<file path="src/rtl/systolic_result_drain_if.sv">
// Output stream of the systolic result drain: one quantized element per
// handshake, with its matrix coordinates and status sideband.
interface systolic_result_drain_if #(
  parameter int OUT_WIDTH = 16
);
  logic [OUT_WIDTH-1:0] out_data;
  logic                 out_valid;
  logic                 out_ready;
  logic [7:0]           out_row;
  logic [7:0]           out_col;
  logic                 out_last;
  logic                 out_sat;

  modport master (
    output out_data, out_valid, out_row, out_col, out_last, out_sat,
    input  out_ready
  );

  modport slave (
    input  out_data, out_valid, out_row, out_col, out_last, out_sat,
    output out_ready
  );
endinterface

</file>
<file path="src/rtl/systolic_result_drain.sv">
// Captures the systolic array's accumulator matrix on a result pulse and drains
// it row-major as rounded, saturated fixed-point elements over valid/ready.
module systolic_result_drain #(
  parameter int ARRAY_SIZE  = 4,
  parameter int ACCUM_WIDTH = 32,
  parameter int OUT_WIDTH   = 16,
  parameter int FRAC_SHIFT  = 6
) (
  input  logic                                         clk,
  input  logic                                         rst_n,
  input  logic [ACCUM_WIDTH*ARRAY_SIZE*ARRAY_SIZE-1:0] result_flat,
  input  logic                                         result_valid,
  systolic_result_drain_if.master                      stream,
  output logic                                         busy,
  output logic                                         overflow_err,
  input  logic                                         clear_err
);

  localparam int BANK_W = ACCUM_WIDTH * ARRAY_SIZE * ARRAY_SIZE;
  localparam logic [7:0] LAST_IDX = 8'(ARRAY_SIZE - 1);

  // Half an output LSB in accumulator units; zero when no shift is applied.
  localparam logic signed [ACCUM_WIDTH:0] RND =
    ((ACCUM_WIDTH+1)'(1) << FRAC_SHIFT) >> 1;
  localparam logic signed [ACCUM_WIDTH:0] SAT_MAX =
    {{(ACCUM_WIDTH-OUT_WIDTH+2){1'b0}}, {(OUT_WIDTH-1){1'b1}}};
  localparam logic signed [ACCUM_WIDTH:0] SAT_MIN =
    {{(ACCUM_WIDTH-OUT_WIDTH+2){1'b1}}, {(OUT_WIDTH-1){1'b0}}};

  typedef enum logic {
    IDLE,
    STREAM
  } state_e;

  state_e                         state_q, state_d;
  logic [BANK_W-1:0]              bank_q;
  logic [7:0]                     row_q, col_q;
  logic                           at_last;
  logic                           valid;
  logic                           capture;
  logic                           drop;
  logic [15:0]                    elem_idx;
  logic signed [ACCUM_WIDTH-1:0]  elem;
  logic signed [ACCUM_WIDTH:0]    ext;
  logic signed [ACCUM_WIDTH:0]    rounded;
  logic signed [ACCUM_WIDTH:0]    shifted;
  logic [OUT_WIDTH-1:0]           q_data;
  logic                           q_sat;

  assign at_last = (row_q == LAST_IDX) && (col_q == LAST_IDX);

  // NOTE: every signal written here gets a default first, so no path can
  // leave it unassigned and infer a latch.
  always_comb begin
    state_d = state_q;
    valid   = 1'b0;
    capture = 1'b0;
    drop    = 1'b0;
    unique case (state_q)
      IDLE: begin
        if (result_valid) begin
          capture = 1'b1;
          state_d = STREAM;
        end
      end
      STREAM: begin
        valid = 1'b1;
        if (stream.out_ready && at_last) begin
          // A pulse on the final handshake chains straight into the next matrix.
          if (result_valid) capture = 1'b1;
          else              state_d = IDLE;
        end else if (result_valid) begin
          drop = 1'b1;
        end
      end
      default: state_d = IDLE;
    endcase
  end

  // NOTE: sequential state uses non-blocking assignments only, so every
  // register samples pre-edge values regardless of statement order.
  always_ff @(posedge clk or negedge rst_n) begin
    if (!rst_n) state_q <= IDLE;
    else        state_q <= state_d;
  end

  // NOTE: the capture bank is reset on purpose: out_data must read 0 out of
  // reset, and a mid-stream reset discards the held matrix.
  always_ff @(posedge clk or negedge rst_n) begin
    if (!rst_n) begin
      bank_q <= '0;
      row_q  <= '0;
      col_q  <= '0;
    end else if (capture) begin
      bank_q <= result_flat;
      row_q  <= '0;
      col_q  <= '0;
    end else if (valid && stream.out_ready) begin
      if (at_last) begin
        row_q <= '0;
        col_q <= '0;
      end else if (col_q == LAST_IDX) begin
        row_q <= row_q + 8'd1;
        col_q <= '0;
      end else begin
        col_q <= col_q + 8'd1;
      end
    end
  end

  // Set beats clear when both land in the same cycle.
  always_ff @(posedge clk or negedge rst_n) begin
    if (!rst_n)         overflow_err <= 1'b0;
    else if (drop)      overflow_err <= 1'b1;
    else if (clear_err) overflow_err <= 1'b0;
  end

  assign elem_idx = 16'(row_q) * 16'(ARRAY_SIZE) + 16'(col_q);
  assign elem     = bank_q[32'(elem_idx)*ACCUM_WIDTH +: ACCUM_WIDTH];
  assign ext      = {elem[ACCUM_WIDTH-1], elem};
  assign rounded  = ext + RND;
  assign shifted  = rounded >>> FRAC_SHIFT;

  always_comb begin
    q_data = shifted[OUT_WIDTH-1:0];
    q_sat  = 1'b0;
    if (shifted > SAT_MAX) begin
      q_data = SAT_MAX[OUT_WIDTH-1:0];
      q_sat  = 1'b1;
    end else if (shifted < SAT_MIN) begin
      q_data = SAT_MIN[OUT_WIDTH-1:0];
      q_sat  = 1'b1;
    end
  end

  assign stream.out_valid = valid;
  assign stream.out_data  = q_data;
  assign stream.out_sat   = q_sat;
  assign stream.out_row   = row_q;
  assign stream.out_col   = col_q;
  assign stream.out_last  = valid && at_last;
  assign busy             = valid;

endmodule
</file>
<file path="src/flat_wrapper.sv">
// flat-port wrapper written by rule: the top's interface ports become plain ports
module systolic_result_drain_flat 
#(
  parameter int ARRAY_SIZE  = 4,
  parameter int ACCUM_WIDTH = 32,
  parameter int OUT_WIDTH   = 16,
  parameter int FRAC_SHIFT  = 6
)
  (clk, rst_n, result_flat, result_valid, busy, overflow_err, clear_err, stream_out_data, stream_out_valid, stream_out_row, stream_out_col, stream_out_last, stream_out_sat, stream_out_ready);
  systolic_result_drain_if #(.OUT_WIDTH(OUT_WIDTH)) stream_i ();
  input  logic clk;
  input  logic rst_n;
  input  logic [ACCUM_WIDTH*ARRAY_SIZE*ARRAY_SIZE-1:0] result_flat;
  input  logic result_valid;
  output logic busy;
  output logic overflow_err;
  input  logic clear_err;
  output wire logic [$bits(stream_i.out_data)-1:0] stream_out_data;
  output wire logic [$bits(stream_i.out_valid)-1:0] stream_out_valid;
  output wire logic [$bits(stream_i.out_row)-1:0] stream_out_row;
  output wire logic [$bits(stream_i.out_col)-1:0] stream_out_col;
  output wire logic [$bits(stream_i.out_last)-1:0] stream_out_last;
  output wire logic [$bits(stream_i.out_sat)-1:0] stream_out_sat;
  input wire logic [$bits(stream_i.out_ready)-1:0] stream_out_ready;
  assign stream_out_data = stream_i.out_data;
  assign stream_out_valid = stream_i.out_valid;
  assign stream_out_row = stream_i.out_row;
  assign stream_out_col = stream_i.out_col;
  assign stream_out_last = stream_i.out_last;
  assign stream_out_sat = stream_i.out_sat;
  assign stream_i.out_ready = stream_out_ready;
  systolic_result_drain #(.ARRAY_SIZE(ARRAY_SIZE), .ACCUM_WIDTH(ACCUM_WIDTH), .OUT_WIDTH(OUT_WIDTH), .FRAC_SHIFT(FRAC_SHIFT)) u_core (.clk(clk), .rst_n(rst_n), .result_flat(result_flat), .result_valid(result_valid), .stream(stream_i), .busy(busy), .overflow_err(overflow_err), .clear_err(clear_err));
endmodule
</file>
<file path="config.mk">
export PLATFORM = sky130hd
export DESIGN_NAME = systolic_result_drain_flat
export DESIGN_NICKNAME = d
export VERILOG_FILES = /design/src/rtl/systolic_result_drain_if.sv /design/src/rtl/systolic_result_drain.sv /design/src/flat_wrapper.sv
export SDC_FILE = /design/constraint.sdc
export NUM_CORES = 1
export LEC_CHECK = 0
export CORE_ASPECT_RATIO = 1.4
export CORE_MARGIN = 2
export CORE_UTILIZATION = 40
export DETAILED_ROUTE_END_ITERATION = 10
export PLACE_DENSITY = 0.71
export SLEW_MARGIN = 10
export SYNTH_ARGS = -nofsm -noshare
export SYNTH_HDL_FRONTEND = slang
export SYNTH_SLANG_ARGS = --single-unit
</file>
<file path="constraint.sdc">
create_clock -name clk -period 4.9 [get_ports clk]
set_input_delay 0.49 -clock clk [delete_from_list [all_inputs] [get_ports clk]]
set_output_delay 0.49 -clock clk [all_outputs]
set_load 0.01 [all_outputs]
</file>
== Word-level counts from Yosys, hierarchy flattened ==
Index checks and enable logic that the tools add are counted.

* Flip-flop bits (word level): 530
* Latch bits: 0
* Memory bits (writable): 0
* ROM bits: 0
* Output and inout port bits: 37
* Logic and storage cells: 45
* Memories kept: 0

* $add $sub $neg: 4
* Multiply operators: 0
* Div/mod/pow operators: 0
* $lt $le $gt $ge: 2
* Eq/ne operators: 2
* Shifts and indexed selects: 1
* Mux-type cells: 22
* Bitwise operators: 1
* Reductions and logical operators: 8

{| class="wikitable"
|+ Operator list
! kind !! count
|-
| 512-bit by 17-bit variable part select with 32-bit output || 1
|-
| 8-bit two-way mux || 8
|-
| 32-bit by 7-bit adder with 33-bit output (second input constant) || 1
|-
| 16-bit two-way mux || 2
|-
| 27-bit by 16-bit > comparator with 1-bit output (second input constant) || 1
|-
| 27-bit by 16-bit < comparator with 1-bit output (second input constant) || 1
|-
| 8-bit by 1-bit adder with 8-bit output (second input constant) || 2
|-
| 8-bit by 2-bit == test with 1-bit output (second input constant) || 2
|-
| 10-bit by 8-bit adder with 11-bit output || 1
|-
| 1-bit two-way mux || 10
|-
| 1-bit logical AND || 4
|-
| 1-bit case mux with 2 select lines || 2
|-
| 2-bit nonzero test || 2
|-
| 3-bit nonzero test || 1
|-
| 2-bit AND reduction || 1
|-
| 1-bit NOT || 1
|}

== Longest topological paths before layout ==
Gate-level depths: netlist (run 1).

* Depth after elaboration: 7
* Gate-level depth with buffers: 18
* Mapped depth without buffers: 15

== Worst setup path before layout (run 1) ==
No wires, ideal clock.

* Path type: flip-flop to output port
* Start point: reg u_core.col_q[2], in the netlist u_core.stream.out_col[2]
* End point: out stream_out_data[11]
* Arrival: 4.188 ns
* Data required time: 4.410 ns
* Setup slack: 0.222 ns
* Stages on the path, launching flop included: 18
* Buffers on the path: 2
* Cell sequence: dfrtp_1 ha_1 fa_1 buf_4 inv_1 buf_1 a21oi_1 a22oi_1 nor2_1 ha_1 a21bo_2 nand4bb_1 nor2_2 nand4_1 xnor2_1 nor4_2 nand2_1 o311ai_1

* Longest elaborated chain between the ends: 6
* Elaborated cells on any way between the ends: 7
* Those cells by class: add/sub: 2; order compare: 2; shift: 1; mux: 2

{| class="wikitable"
|+ RTL lines
! what !! RTL line !! text
|-
| start: declaration || systolic_result_drain.sv:37 || <nowiki>logic [7:0] row_q, col_q;</nowiki>
|-
| start signal: assignment || systolic_result_drain.sv:106 || <nowiki>col_q <= col_q + 8'd1;</nowiki>
|-
| 10-bit by 8-bit adder with 11-bit output * || systolic_result_drain.sv:118 || <nowiki>assign elem_idx = 16'(row_q) * 16'(ARRAY_SIZE) + 16'(col_q);</nowiki>
|-
| 512-bit by 17-bit variable part select with 32-bit output * || systolic_result_drain.sv:119 || <nowiki>assign elem = bank_q[32'(elem_idx)*ACCUM_WIDTH +: ACCUM_WIDTH];</nowiki>
|-
| 32-bit by 7-bit adder with 33-bit output * || systolic_result_drain.sv:121 || <nowiki>assign rounded = ext + RND;</nowiki>
|-
| 27-bit by 16-bit < comparator with 1-bit output || systolic_result_drain.sv:130 || <nowiki>end else if (shifted < SAT_MIN) begin</nowiki>
|-
| 16-bit two-way mux || systolic_result_drain.sv:130 ||
|-
| 16-bit two-way mux * || systolic_result_drain.sv:127 || <nowiki>if (shifted > SAT_MAX) begin</nowiki>
|-
| end: declaration || flat_wrapper.sv:18 || <nowiki>output wire logic [$bits(stream_i.out_data)-1:0] stream_out_data;</nowiki>
|}

Mark *: on every way between the ends. The rest lies on a longest branch, timed or not.

== Worst setup path after layout (run 1) ==
* Start point: reg u_core.row_q[0], in the netlist u_core.stream.out_row[0]
* End point: out stream_out_data[13]

* Longest elaborated chain between the ends: 6
* Elaborated cells on any way between the ends: 7
* Those cells by class: add/sub: 2; order compare: 2; shift: 1; mux: 2

{| class="wikitable"
|+ RTL lines
! what !! RTL line !! text
|-
| start: declaration || systolic_result_drain.sv:37 ||
|-
| start signal: assignment || systolic_result_drain.sv:103 || <nowiki>row_q <= row_q + 8'd1;</nowiki>
|-
| 10-bit by 8-bit adder with 11-bit output * || systolic_result_drain.sv:118 ||
|-
| 512-bit by 17-bit variable part select with 32-bit output * || systolic_result_drain.sv:119 ||
|-
| 32-bit by 7-bit adder with 33-bit output * || systolic_result_drain.sv:121 ||
|-
| 27-bit by 16-bit < comparator with 1-bit output || systolic_result_drain.sv:130 ||
|-
| 16-bit two-way mux || systolic_result_drain.sv:130 ||
|-
| 16-bit two-way mux * || systolic_result_drain.sv:127 ||
|}

Marks and branches as above.

==> impl_results.md, run 1 <==
- Met1 Wirelength: about 25000 microns
- Antenna viol nets, final: 0
- CP required: approximately 4400 ps
- Die area: roughly 56000 sq um
- Most used DFF post-synth: dfrtp_1
- Distinct cell type count after synthesis: between 70 and 80
- Placed Cells: between 2000 and 3000
- Initial antenna violation count: 18
- Worst rel slew slack: between 30% and 40%
- CTS tree: done
- Slowest Stage Delay on Critical Path: between 600 and 700 ps
- Cells after Synth: ~1500
- Worst Path Buf+Inv: 5
- Pwr/cell area: ~600 nW/um^2
- Commonest non-fill, non-tap cell in the layout: clkdlybuf4s50_1
- Worst Reg2Reg Path Length in Cells: 10
- Total congestion overflow: 0
- Clk network pwr share: between 10% and 20%
- Met2 WL: around 34000 microns
- Synth Area in Simple Gates: 4.99%
- Fin Setup TNS: -4370 ps
- Fin. Hold Viols: 0
- Yosys warns: 0
- Hold crit path type: flip-flop to flip-flop
- Detail Placement HPWL: about 50000 microns
- IO Pins: between 500 and 600
- Total GRT Usage: between 20% and 30%
- Number of global-route vias before repair: around 16000
- Vias per cell: roughly 5.3
- Initial DRC Count: approximately 680
- Mux cell area share after synthesis: 34.9%
- Detailed Routing Iterations Pass 1: 4
- Core area: roughly 53000 sq um
- CP endpoint kind: primary output
- Largest net degree at the start of global routing: around 180
- Cell internal pwr: approximately 11 mW
- CP Class: flip-flop to primary output
- Power, Total: roughly 18 mW
- Net count after synthesis: about 2000
- Via Count: between 10000 and 15000
- Run status: complete, but fails checks
- EDFF count, synth: 0
- Switching part of the total: a little under two fifths
- Slew @ Worst Pin: roughly 1000 ps
- Row count: 100
- FMAX: between 150 and 200 MHz
- Hold path startpoint: u_core.overflow_err
- Port Buffers: between 400 and 500
- Synth Cell Area: roughly 22000 sq um
- FF/Latch Area: about 11000 sq um
- Final Cell Area: just under 30000 sq um
- Largest family of logic cells by synthesized area: multiplexers
- Switching power total: ~6.9 mW
- CP max stage cell: fa_2
- Clock Pin Slew Worst Setup and Hold Paths: 60 ps
- Worst-Skew Late Latency: around 590 ps
- DP Area: 27600 sq um
- Most frequent cells in the layout: clkdlybuf4s50_1, dfrtp_1, mux2_2, buf_4, mux4_2
- Setup violators final: 16
- Max-capacitance violation count: 0
- Post-synthesis adder-cell area fraction: less than 1%
- Clk_skew: ~16 ps
- Finished Layout Cells: around 2800
- WHS Endpoint: u_core.overflow_err
- Min Tclk post-route: 5230 ps
- Critical R2R Launch: u_core.stream.out_col[0]
- Synthesized flop and latch total: 450
- Avg Inst Size Synth: 14.7 sq um
- Combinational share of power: a little under three fifths
- Register area share after synthesis: between 50% and 60%
- Initial Util: between 40% and 50%
- Post-Route WL: 65100 microns
- Max-slew violation count: 0
- Drt drc: 0
- Number of buffers created by CTS: between 40 and 50
- R2R Path End: u_core.stream.out_row[2]
- Ratio of cells with drive above 1 in the final layout: about 40%
- Final worst slack: -329 ps
- Routed wl met3: 3620 microns
- Maximum fanout along the worst path: 6
- Peak supply drop: between 0.6 and 0.7 mV
- Highest routing layer actually used: met5
- Layout filler cell count: 4350
- Cell depth of the worst hold path: 1
- Post-DR wirelength/cell: about 23 microns
- Die X: 200 microns
- P&R area growth vs syn: 38.0%
- CTS Sinks: 450
- Nets: approximately 2500
- Gpl congestion: 0.875
- RSZ-0062 raised after global routing: yes
- Compound-cell area share of the yosys netlist: under 10%
- Largest delay contributor family on the critical path: adder cells
- R2R setup slack: 1360 ps
- Core Util, Final: 55.9%
- Tcrit/Tclk final: 107%
- Root buffer cell: clkbuf_16
- XOR/XNOR share of the synthesized area: 1.18%
- Startpoint types: flip-flop
- Violated checks: negative setup slack
- Area of the multi-input gates: about 10000 sq um
- DIE HEIGHT: roughly 280 microns
- Synth async-reset ratio: 100%
- Part of the power in registers: 24.6%
- CP arrival: approximately 4700 ps
- Worst-case clock buffer depth: 3
- H-tree levels: 2
- CP Cell Sequence: ha_4 -> fa_2 -> clkinvlp_4 -> a21oi_2 -> a22oi_2 -> nor2_1 -> ha_2 -> a21bo_4 -> nand4bb_4 -> nor2_4 -> buf_6 -> nand4_1 -> xnor2_2 -> buf_4 -> nor3_4 -> nand2_4 -> buf_4 -> o311ai_4 -> buf_6
- P_leak: approximately 13 nW
- First-pass GRT wire length: a little under 100000 microns
[worst register-to-register path: stages, from the launching register on]
cell	delay, ps
dfrtp_4	470
buf_12	280
ha_1	290
nand3_1	160
nor4_1	520
nand2_1	200
a21bo_4	380
a21oi_1	720
o21ai_0	200
nand2_1	110
o21ai_0	90
[Yosys cell counts, types with 3 or more instances]
library cell / number / share of area (%)
a21o_1: 3 / 0.10
a21oi_1: 17 / 0.39
a221o_1: 3 / 0.14
a221oi_1: 6 / 0.24
a22o_1: 6 / 0.24
a22oi_1: 18 / 0.63
a31oi_1: 3 / 0.087
and2_1: 7 / 0.20
and3_1: 4 / 0.12
buf_2: 15 / 0.35
buf_4: 11 / 0.38
buf_6: 12 / 0.63
clkbuf_1: 54 / 0.94
dfrtp_1: 450 / 52
ha_1: 6 / 0.35
inv_1: 9 / 0.16
mux2_2: 438 / 23
mux2i_1: 24 / 1.1
mux4_1: 10 / 1.2
mux4_2: 93 / 9.7
nand2_1: 64 / 1.1
nand2b_1: 7 / 0.20
nand3_1: 27 / 0.63
nand3b_1: 3 / 0.10
nand4_1: 16 / 0.46
nor2_1: 33 / 0.57
nor2b_1: 5 / 0.14
nor3_1: 6 / 0.14
nor3b_1: 3 / 0.10
nor4_1: 5 / 0.14
o211ai_1: 8 / 0.28
o21ai_0: 13 / 0.30
o311ai_1: 3 / 0.12
or2_2: 7 / 0.20
xnor2_1: 15 / 0.61
xor2_1: 14 / 0.57
[layout make-up]
class | count | area share (%)
diodes | 14 | 0.118
repair buffers | 601 | 19.9
flip-flops and latches | 450 | 37.8
inverters | 9 | 0.126
clock inverters | 15 | 0.572
clock buffers | 66 | 4.53
well taps | 714 | 3.00
multi-input cells | 912 | 33.9
[worst max path at each step]
stage	startpoint	cells past startpoint	slack, ps	to
2_1_floorplan	u_core.stream.out_col[2]	17	220	stream_out_data[11]
6_report	u_core.stream.out_row[0]	19	-330	stream_out_data[13]
5_1_grt	u_core.stream.out_row[0]	18	-530	stream_out_data[10]
3_5_place_dp	u_core.stream.out_row[0]	15	-190	stream_out_data[5]
4_1_cts	u_core.stream.out_row[0]	18	-350	stream_out_data[11]
3_3_place_gp	u_core.stream.out_col[2]	16	-150	stream_out_sat
[stage by stage]
stage	setup slack, ps	hold slack [ps]
global placement	-145	475
floorplan	222	194
finish	-329	496
CTS	-350	483
detailed placement	-193	480
global route	-535	494
[kinds of logic after synthesis]
group | count (synthesis)
XOR/XNOR | 29
multiplexers | 565
AO/OA/AOI/OAI | 106
buffers and inverters | 105
flip-flops | 450
AND/OR/NAND/NOR | 205
adder cells (fa/ha/maj) | 7
[power by group through the flow]
stage	clock, mW	sequential (mW)	combinational, mW
global placement	0	4.49	8.62
floorplan	0	4.42	4.83
detailed placement	0	4.52	8.68
CTS	3.63	4.46	9.53
global route	3.78	4.51	10.7
finish	3.53	4.46	10.1
[flip-flops by register name, summed over array words and instances (netlist names)]
register               count
u_core.bank_q            432
u_core.state_q             1
u_core.stream.out_col      8
u_core.overflow_err        1
u_core.stream.out_row      8
[routing by layer]
layer	vias to the layer above	track usage [%]
li1	6627	-
met1	7646	27.9
met2	446	41.6
met3	115	4.80
met4	8	8.96
met5	-	0
[repair_timing]
item                       in CTS  in global routing
setup endpoints to repair      17                 17
hold buffers                    1                  0
setup buffers                  21                 10
pin swaps                       5                 24
cloned                          1                  0
gates resized for setup       135                 33
hold endpoints to repair        1                  0
Note: power is estimated with default switching activity, not from simulation.
==> inputs of run 2 (changes only) <==
SKIP_CTS_REPAIR_TIMING = 1   (was unset)
SLEW_MARGIN = unset   (was 10)
==> run 2 against run 1 <==
The run ends with negative hold slack, negative setup slack left. Setup slack worse by 87 ps. Flip-flop and latch count stayed put. Clock skew is 1.3 ps higher. Critical path type unchanged. Critical endpoint unchanged. Largest cell class unchanged.
==> impl_results.md, run 2 (synthesis gave the netlist of run 1 again) <==
- Hold crit path type: input port to asynchronous set/reset pin
- Min Tclk post-route: ~5300 ps
- IO Pins: 554
- Layout filler cell count: roughly 4400
- Met1 Wirelength: between 20000 and 30000 microns
- Finished Layout Cells: ~2800
- Cell internal pwr: roughly 11 mW
- Die X: between 200 and 250 microns
- Placed Cells: around 2700
- DIE HEIGHT: around 280 microns
- Total GRT Usage: 23.1%
- Clk network pwr share: between 20% and 30%
- Root buffer cell: clkbuf_16
- Maximum fanout along the worst path: 8
- Number of global-route vias before repair: approximately 16000
- CP max stage cell: fa_2
- Detailed Routing Iterations Pass 1: 5
- Switching part of the total: 38.3%
- Fin Setup TNS: -6060 ps
- Clock Pin Slew Worst Setup and Hold Paths: about 60 ps
- Row count: 100
- Initial antenna violation count: 18
- Run status: complete, but fails checks
- Part of the power in registers: between 20 and 30%
- RSZ-0062 raised after global routing: yes
- Worst rel slew slack: between 20% and 30%
- Peak supply drop: 0.455 mV
- Number of buffers created by CTS: between 40 and 50
- CP arrival: 4830 ps
- Met2 WL: 33700 microns
- Final worst slack: -416 ps
- Commonest non-fill, non-tap cell in the layout: clkdlybuf4s50_1
- Switching power total: 6.76 mW
- CP Class: flip-flop to primary output
- CP endpoint kind: primary output
- R2R setup slack: about 1400 ps
- Post-Route WL: between 60000 and 70000 microns
- Setup violators final: 16
- Max-slew violation count: 0
- Fin. Hold Viols: 38
- CP Launch Point: u_core.stream.out_row[0]
- H-tree levels: 2
- CTS Sinks: 450
- Nets: 2532
- CP required: 4410 ps
- Worst-case clock buffer depth: 3
- Initial DRC Count: approximately 730
- Drt drc: 0
- Highest routing layer actually used: met5
- Die area: between 50000 and 60000 sq um
- Worst-Skew Late Latency: 590 ps
- Port Buffers: about 470
- Max FFs per register: 432
- CP Cell Sequence: ha_4 -> fa_2 -> clkinvlp_4 -> buf_4 -> buf_4 -> mux4_2 -> nand2_2 -> nor4_4 -> buf_6 -> nand4_1 -> mux2i_2 -> o2111ai_2 -> o31ai_4 -> buf_12 -> buf_12 -> o311ai_4 -> buf_6
- Slew @ Worst Pin: roughly 1100 ps
- FMAX: roughly 190 MHz
- First-pass GRT wire length: 97900 microns
- Largest net degree at the start of global routing: 181
- Post-DR wirelength/cell: roughly 23 microns
- Tcrit/Tclk final: 108%
- Pwr/cell area: 597 nW/um^2
- Gpl congestion: between 0.8 and 0.9
- Hold_ws: -57.5 ps
- Antenna viol nets, final: 0
- Total congestion overflow: 0
- Startpoint types: flip-flop
- Critical R2R Launch: u_core.stream.out_col[0]
- Detail Placement HPWL: around 50000 microns
- Violated checks: negative hold slack, negative setup slack
- P&R area growth vs syn: 37.2%
- Routed wl met3: about 3500 microns
- P_leak: around 13 nW
- Worst Reg2Reg Path Length in Cells: 10
- Reg with most FFs: u_core.bank_q
- Clk_skew: approximately 17 ps
- Core area: 53300 sq um
- Ratio of cells with drive above 1 in the final layout: about two fifths
- Initial Util: about 40%
- Most frequent cells in the layout: clkdlybuf4s50_1, dfrtp_1, mux2_2, buf_4, mux4_2
- Slowest Stage Delay on Critical Path: about 700 ps
- Power, Total: ~18 mW
- Combinational share of power: a little over half
- CTS tree: done
- R2R Path End: u_core.stream.out_row[2]
- Via Count: between 10000 and 15000
- Max-capacitance violation count: 0
- Vias per cell: around 5.3
run 2: layout make-up:
| class | instances | area (sq um) | area share, % |
|---|---|---|---|
| clock buffer | 66 | 1350 | 4.55 |
| inverter | 9 | 37.5 | 0.127 |
| clock inverter | 15 | 170 | 0.575 |
| multi-input combinational | 912 | 10000 | 33.9 |
| timing repair buffer | 589 | 5810 | 19.6 |
| sequential | 450 | 11300 | 38.1 |
| antenna | 14 | 35.0 | 0.118 |
| tap | 714 | 893 | 3.02 |
run 2: routing by layer:
metal  vias to the layer above  track usage [%]
met1                      7583             27.7
met3                       114             4.89
met5                         -                0
met4                         8             9.40
li1                       6595                -
met2                       414             40.6
run 2: worst max-delay path, delay by kind of cell, from the launching register on:
family / cells / cell delay [ps]
buf+inv: 7 / 1150
fa+ha+maj: 2 / 880
mux: 2 / 690
compound gates: 3 / 650
simple gates: 3 / 450
flops: 1 / 410
run 2: worst max-delay path by stage:
stage                     endpoint  cells past startpoint  slack, ps
2_1_floorplan  stream_out_data[11]                     17        220
3_3_place_gp        stream_out_sat                     16       -150
3_5_place_dp    stream_out_data[5]                     15       -190
4_1_cts         stream_out_data[5]                     15       -810
5_1_grt        stream_out_data[13]                     17       -570
6_report       stream_out_data[13]                     17       -420
run 2: per-stage QoR:
stage	instance area [sq um]	utilization [%]	hold WS [ps]	worst slack [ps]
after floorplan	21600	-	194	222
after global placement	27600	51.7	475	-145
after detailed placement	27600	51.7	480	-193
after CTS	29100	54.6	-1.89	-808
after global routing	29600	55.5	21.5	-566
final	29600	55.5	-57.5	-416
run 2: power groups by stage:
stage	clock, mW	combinational, mW	sequential [mW]
4_1_cts	3.63	8.71	4.46
5_1_grt	3.78	10.2	4.51
3_5_place_dp	0	8.68	4.52
2_1_floorplan	0	4.83	4.42
6_report	3.53	9.67	4.46
3_3_place_gp	0	8.62	4.49
